$ cat src/rtl/ext_bus_ctrl.sv
// ext_bus_ctrl
// Sequences core memory transactions onto an 8-bit, 4-phase handshaked
// external bus.
//
// Core side: a one-cycle xfer_start latches xfer_we, xfer_addr, xfer_wdata
// and xfer_byte_sel. The access is split into 1/2/4 little-endian byte beats.
// Completion is flagged by a one-cycle transfer_ok pulse. xfer_err pulses
// together with transfer_ok when a beat timed out. xfer_busy is high in
// every state except IDLE. xfer_rdata carries the assembled and extended
// read data, and holds its value until the next completion.
//
// External side: ext_req/ext_wr/ext_addr/ext_wdata go out and
// ext_ack/ext_rdata come back.
// Handshake, one beat:
//   1. ext_req rises with address, write flag and data stable.
//   2. The device raises ext_ack. ext_rdata is valid while ext_ack is high.
//   3. ext_req falls.
//   4. The device drops ext_ack, which ends the beat.
// A stale high ext_ack at the start of a request is waited out with
// ext_req low (WAIT_REL).
// All outputs are registered. Reset is asynchronous and active-low.
module ext_bus_ctrl #(
  parameter int DATA_WIDTH     = 32,
  parameter int EXTADDR_WIDTH  = 16,
  parameter int ADDR_WIDTH     = 32,
  parameter int TIMEOUT_CYCLES = 255
) (
  input  logic                     clk,
  input  logic                     reset_n,
  input  logic                     xfer_start,
  input  logic                     xfer_we,
  input  logic [ADDR_WIDTH-1:0]    xfer_addr,
  input  logic [DATA_WIDTH-1:0]    xfer_wdata,
  input  logic [2:0]               xfer_byte_sel,
  output logic                     xfer_busy,
  output logic                     transfer_ok,
  output logic                     xfer_err,
  output logic [DATA_WIDTH-1:0]    xfer_rdata,
  output logic                     ext_req,
  output logic                     ext_wr,
  output logic [EXTADDR_WIDTH-1:0] ext_addr,
  output logic [7:0]               ext_wdata,
  input  logic [7:0]               ext_rdata,
  input  logic                     ext_ack
);

  typedef enum logic [2:0] {IDLE, WAIT_REL, REQ, RELEASE, DONE} state_t;

  localparam logic [7:0] TMO_LIMIT = 8'(TIMEOUT_CYCLES);

  state_t                   state_q, state_d;
  logic                     we_q, we_d;
  logic [EXTADDR_WIDTH-1:0] addr_q, addr_d;
  logic [DATA_WIDTH-1:0]    wdata_q, wdata_d;
  logic [2:0]               sel_q, sel_d;
  logic [1:0]               beat_q, beat_d;
  logic [DATA_WIDTH-1:0]    asm_q, asm_d;
  logic                     err_q, err_d;
  logic [7:0]               tmo_q, tmo_d;

  logic                     req_d, wr_d, busy_d, ok_d, xerr_d;
  logic [EXTADDR_WIDTH-1:0] ext_addr_d;
  logic [7:0]               ext_wdata_d;
  logic [DATA_WIDTH-1:0]    rdata_d, ext_val;
  logic [1:0]               last_beat;
  logic                     timeout_hit;

  // Only the low EXTADDR_WIDTH address bits reach the external bus.
  logic unused_addr_bits;
  assign unused_addr_bits = ^xfer_addr[ADDR_WIDTH-1:EXTADDR_WIDTH];

  // Beat index of the final byte: 0 for byte, 1 for half, 3 for word/11.
  assign last_beat   = sel_q[1] ? 2'd3 : (sel_q[0] ? 2'd1 : 2'd0);
  assign timeout_hit = (tmo_q + 8'd1) == TMO_LIMIT;

  // Next-state and command/assembly registers.
  always_comb begin
    state_d = state_q;
    we_d    = we_q;
    addr_d  = addr_q;
    wdata_d = wdata_q;
    sel_d   = sel_q;
    beat_d  = beat_q;
    asm_d   = asm_q;
    err_d   = err_q;
    unique case (state_q)
      IDLE: begin
        if (xfer_start) begin
          we_d    = xfer_we;
          addr_d  = xfer_addr[EXTADDR_WIDTH-1:0];
          wdata_d = xfer_wdata;
          sel_d   = xfer_byte_sel;
          beat_d  = 2'd0;
          asm_d   = '0;
          err_d   = 1'b0;
          state_d = ext_ack ? WAIT_REL : REQ;
        end
      end
      WAIT_REL: begin
        if (!ext_ack) begin
          state_d = REQ;
        end else if (timeout_hit) begin
          err_d   = 1'b1;
          state_d = DONE;
        end
      end
      REQ: begin
        if (ext_ack) begin
          if (!we_q) asm_d[{beat_q, 3'b000} +: 8] = ext_rdata;
          state_d = RELEASE;
        end else if (timeout_hit) begin
          err_d   = 1'b1;
          state_d = DONE;
        end
      end
      RELEASE: begin
        if (!ext_ack) begin
          if (beat_q == last_beat) begin
            state_d = DONE;
          end else begin
            beat_d  = beat_q + 2'd1;
            state_d = REQ;
          end
        end else if (timeout_hit) begin
          err_d   = 1'b1;
          state_d = DONE;
        end
      end
      DONE:    state_d = IDLE;
      default: state_d = IDLE;
    endcase
  end

  // Sign/zero extension of the assembled bytes for the completing read.
  always_comb begin
    ext_val = asm_d;
    unique case (sel_d[1:0])
      2'b00: ext_val = {{(DATA_WIDTH-8){asm_d[7] & ~sel_d[2]}}, asm_d[7:0]};
      2'b01: ext_val = {{(DATA_WIDTH-16){asm_d[15] & ~sel_d[2]}}, asm_d[15:0]};
      default: ext_val = asm_d;
    endcase
  end

  // Registered outputs are computed from the next state so they change on
  // the same edge as the state register.
  always_comb begin
    tmo_d = '0;
    if (state_d == state_q &&
        (state_q == WAIT_REL || state_q == REQ || state_q == RELEASE))
      tmo_d = tmo_q + 8'd1;

    req_d       = (state_d == REQ);
    wr_d        = 1'b0;
    ext_addr_d  = ext_addr;
    ext_wdata_d = ext_wdata;
    if (state_d == REQ) begin
      wr_d        = we_d;
      ext_addr_d  = addr_d + EXTADDR_WIDTH'(beat_d);
      ext_wdata_d = wdata_d[{beat_d, 3'b000} +: 8];
    end

    busy_d  = (state_d != IDLE);
    ok_d    = (state_d == DONE);
    xerr_d  = (state_d == DONE) && err_d;
    rdata_d = xfer_rdata;
    if (state_d == DONE) begin
      if (err_d)      rdata_d = '1;
      else if (!we_d) rdata_d = ext_val;
    end
  end

  always_ff @(posedge clk or negedge reset_n) begin
    if (!reset_n) begin
      state_q     <= IDLE;
      we_q        <= 1'b0;
      addr_q      <= '0;
      wdata_q     <= '0;
      sel_q       <= '0;
      beat_q      <= '0;
      asm_q       <= '0;
      err_q       <= 1'b0;
      tmo_q       <= '0;
      ext_req     <= 1'b0;
      ext_wr      <= 1'b0;
      ext_addr    <= '0;
      ext_wdata   <= '0;
      xfer_busy   <= 1'b0;
      transfer_ok <= 1'b0;
      xfer_err    <= 1'b0;
      xfer_rdata  <= '0;
    end else begin
      state_q     <= state_d;
      we_q        <= we_d;
      addr_q      <= addr_d;
      wdata_q     <= wdata_d;
      sel_q       <= sel_d;
      beat_q      <= beat_d;
      asm_q       <= asm_d;
      err_q       <= err_d;
      tmo_q       <= tmo_d;
      ext_req     <= req_d;
      ext_wr      <= wr_d;
      ext_addr    <= ext_addr_d;
      ext_wdata   <= ext_wdata_d;
      xfer_busy   <= busy_d;
      transfer_ok <= ok_d;
      xfer_err    <= xerr_d;
      xfer_rdata  <= rdata_d;
    end
  end

endmodule
$ cat config.mk
export PLATFORM = sky130hd
export DESIGN_NAME = ext_bus_ctrl
export DESIGN_NICKNAME = d
export VERILOG_FILES = /design/src/rtl/ext_bus_ctrl.sv
export SDC_FILE = /design/constraint.sdc
export NUM_CORES = 1
export LEC_CHECK = 0
export ABC_AREA = 1
export BUFFER_PORTS_ARGS = -buffer_cell sky130_fd_sc_hd__buf_4
export CAP_MARGIN = 10
export CORE_ASPECT_RATIO = 1.5
export CORE_MARGIN = 4
export CORE_UTILIZATION = 49
export CTS_BUF_LIST = sky130_fd_sc_hd__clkbuf_16
export CTS_CLUSTER_DIAMETER = 40
export CTS_CLUSTER_SIZE = 14
export DETAILED_ROUTE_END_ITERATION = 8
export PLACE_DENSITY = 0.74
export SETUP_SLACK_MARGIN = 0.2
export SYNTH_ARGS = -nofsm -noshare
export SYNTH_HDL_FRONTEND = slang
export SYNTH_SLANG_ARGS = --single-unit
$ cat constraint.sdc
create_clock -name clk -period 3.3 [get_ports clk]
set_input_delay 0.99 -clock clk [delete_from_list [all_inputs] [get_ports clk]]
set_output_delay 0.99 -clock clk [all_outputs]
set_load 0.03 [all_outputs]
==> results.md <==
- Top FF cell, synth: dfrtp_1
- CP max-delay cell: dfrtp_1
- Synthesized area: 8447 um^2
- Post-Syn Nets: 1193
- Pre-antenna DRT Iters: 5
- Critical R2R Capture: ext_addr[15]
- Pin count of the biggest net entering global routing: 70
- GRT Overall Usage: 22.23%
- Initial antenna violation count: 0
- Vias per cell: 5.145
- R2R depth: 14
- Clock Latency Late Sink: 0.43 ns
- Share of flip-flops with an asynchronous set or reset: 100.0%
- WHS Path Cells: 2
- Buf+Inv Stages, Crit Path: 2
- Worst hold path type: reg -> reg
- Max Cap Viol: 0
- Slowest stage delay, CP: 0.48 ns
- Slew HR: 55.15%
- TNS Setup: 0 ns
- Clock Tree Root: clkbuf_16
- NetSw: 4100 uW
- Deepest clock path buffer count: 2
- CP top delay family: adder cells
- Tcrit/Tclk final: 82.38%
- R2R setup slack: 0.58 ns
- Final Hold Vio Count: 0
- Final core utilization: 59.92%
- DR vias: 7434
- Nets: 1312
- Initial Util: 50.17%
- Die area: 19450 um^2
- ANT nets after route: 0
- Clk sink count: 159
- Clock Power Share: 20.7%
- Share of cells above drive strength 1: 20.32%
- Clock skew: 0.007287 ns
- Post-Syn Instances: 1103
- CP Capture Type: flip-flop
- Hold Buf Count CTS: 0
- Lkg Pwr: 0.005399 uW
- RePlAce Congestion: 0.8876
- CTS tree: built
- #FFs+latches synth: 159
- Post-CTS setup buffer count: 0
- Port buffer count: 124
- Syn. warnings: 0
- WHS Endpoint: wdata_q[12]
- Number of flops mapped to enable cells by yosys: 0
- Chip Width: 115.2 um
- Crit path cell chain: inv_1 > ha_1 > nand2_1 > nor2_1 > nor2_2 > inv_2 > ha_1 > a21oi_1 > a21oi_2 > nand2_2 > o21ai_1 > nand2_1 > nand2_1 > nand2_1
- Setup repair after global routing missed its margin: false
- Pint: 5226 uW
- Final setup viols: 0
- Rows: 58
- Critical-path maximum fanout: 11
- Top Ports: 141
- Grt ovf: 0
- HPWL after DPL: 14530 um
- CTS H-Tree Depth: 4
- Slew Limit Fails: 0
- Clock-pin slew on the worst setup and hold paths: 0.06 ns
- Min-delay src: wdata_q[12]
- 1st-iter DRT viols: 368
- Flop pwr share: 32.2%
- Filler cells: 1534
- Library cells used by synthesis: 40
- Crit-path most repeated cell: nand2_1
- Status: complete, no violations
- Power Density: 924.5 nW/um^2
- Core ar.: 16840 um^2
- Post-cts resize count: 0
- Max Clk Rate: 367.8 MHz
- Total CTS buffers: 17
- DRC viols: 0
- First-pass GRT wire length: 35200 um
- Tmin final: 2.719 ns
- Kind of critical path: reg -> reg
- Switching part of the total: 43.96%
- Max IR drop VDD: 0.5584 mV
- Req. time, crit path: 3.62 ns
- Antenna Cells: 0
- Area delta synth->final: 19.43%
- Register area share after synthesis: 47.10%
- Share of total power in combinational logic: 47.0%
- CP arrival: 3.03 ns
- DRT Wirelength: 20640 um
- Slew @ Worst Pin: 0.6727 ns
- Worst r2r src: beat_q[0]
- Vias in the first global route: 7387
- Avg WL per Cell: 14.28 um
- Die height: 168.8 um
- CP Launch Type: flip-flop
- Mean Syn Cell Area: 7.658 um^2
[worst max-delay path by stage]
| stage | from | to | slack, ns | cells after the start |
|---|---|---|---|---|
| floorplan | ext_ack | ext_addr[15] | 0.26 | 15 |
| global placement | ext_ack | ext_addr[9] | 0.19 | 17 |
| finish | beat_q[0] | ext_addr[15] | 0.58 | 14 |
| detailed placement | ext_ack | ext_addr[9] | 0.14 | 17 |
| CTS | ext_ack | ext_addr[15] | 0.57 | 17 |
| global route | ext_ack | ext_addr[9] | 0.32 | 15 |
[layout make-up]
cell class,count,area (um^2),area share [%]
multi-input cells,787,3750,37.17
flip-flops and latches,159,3979,39.44
repair buffers,141,1087,10.78
clock buffers,17,425.4,4.217
inverters,116,440.4,4.366
clock inverters,15,143.9,1.426
well taps,210,262.8,2.604
[metal layers]
metal  vias to the layer above  part of all wire, %  track usage [%]
met4                         0                  2.5            8.682
met3                        39                  4.9            3.827
met5                         -                    0                0
met2                       207                   51            37.90
li1                       3702                    -                -
met1                      3486                   42            27.86
[cell families (layout without fill, tap and decap cells)]
family / Yosys count / count (layout) / share of synthesized area, %
and+or+nand+nor: 620 / 620 / 32.28
DFF: 159 / 159 / 47.10
buffers and inverters: 157 / 289 / 8.547
AOI/OAI and AO/OA: 150 / 150 / 9.776
adders and majority gates: 10 / 10 / 1.570
xor gates and xnor gates: 7 / 7 / 0.7258
[power groups by stage]
stage	logic (uW)	clock network [uW]	registers, uW
2_1_floorplan	2660	0	3510
3_3_place_gp	4320	0	3000
3_5_place_dp	4390	0	3030
4_1_cts	4420	1960	3000
5_1_grt	4920	2030	3080
6_report	4390	1940	3000
[metrics by stage]
stage	std cells	power, uW	hold slack [ns]	area [um^2]	setup slack (ns)
global placement	1413	7326	0.4594	9519	0.1906
floorplan	1103	6173	0.4449	8451	0.2623
detailed placement	1413	7419	0.4628	9519	0.1357
finish	1445	9327	0.4783	10090	0.5814
global route	1445	10030	0.5057	10090	0.3204
CTS	1445	9387	0.4798	10090	0.5717
[state kept, by name, indices dropped and copies added, names as in the netlist]
name / cells
transfer_ok: 1
err_q: 1
wdata_q: 32
we_q: 1
ext_addr: 16
sel_q: 3
addr_q: 16
xfer_err: 1
xfer_rdata: 32
state_q: 3
beat_q: 2
xfer_busy: 1
ext_wdata: 8
ext_req: 1
tmo_q: 8
ext_wr: 1
asm_q: 32
[cell usage in the layout, fill, tap and decap left out, drive strengths merged]
master    instances
nand2           432
dfrtp           159
buf             141
inv             120
o21ai           112
nor2             73
nand3            68
a21oi            21
or2              18
clkbuf           17
and2             14
o22ai            13
nand4            11
ha                9
clkinv            6
xnor2             4
nor3              4
xor2              3
clkinvlp          3
o211ai            2
bufinv            2
a21boi            1
a22oi             1
fa                1
[synth_stat cells (2+ instances only)]
master / number / area share [%]
a21oi_1: 21 / 1.2
and2_1: 14 / 1.0
buf_1: 4 / 0.18
buf_2: 15 / 0.89
buf_6: 11 / 1.5
buf_8: 2 / 0.36
clkbuf_1: 8 / 0.36
dfrtp_1: 159 / 47
ha_1: 9 / 1.3
inv_1: 103 / 4.6
inv_2: 11 / 0.49
inv_4: 2 / 0.15
nand2_1: 413 / 18
nand2_2: 13 / 0.96
nand2_4: 5 / 0.67
nand3_1: 64 / 3.8
nand3_2: 2 / 0.24
nand3_4: 2 / 0.41
nand4_1: 11 / 0.81
nor2_1: 59 / 2.6
nor2_2: 11 / 0.81
nor2_4: 2 / 0.27
nor3_2: 2 / 0.24
o211ai_1: 2 / 0.18
o21ai_0: 86 / 5.1
o21ai_1: 17 / 1.0
o21ai_2: 7 / 0.73
o21ai_4: 2 / 0.39
o22ai_1: 13 / 0.96
or2_2: 18 / 1.3
xnor2_1: 4 / 0.41
xor2_1: 3 / 0.31
[tightest hold or removal path, stage by stage, from the launching register on]
cell and delay [ns]:
dfrtp_1 0.32, nand2_1 0.05, nand2_1 0.07
(Power assumes the default switching activity.)
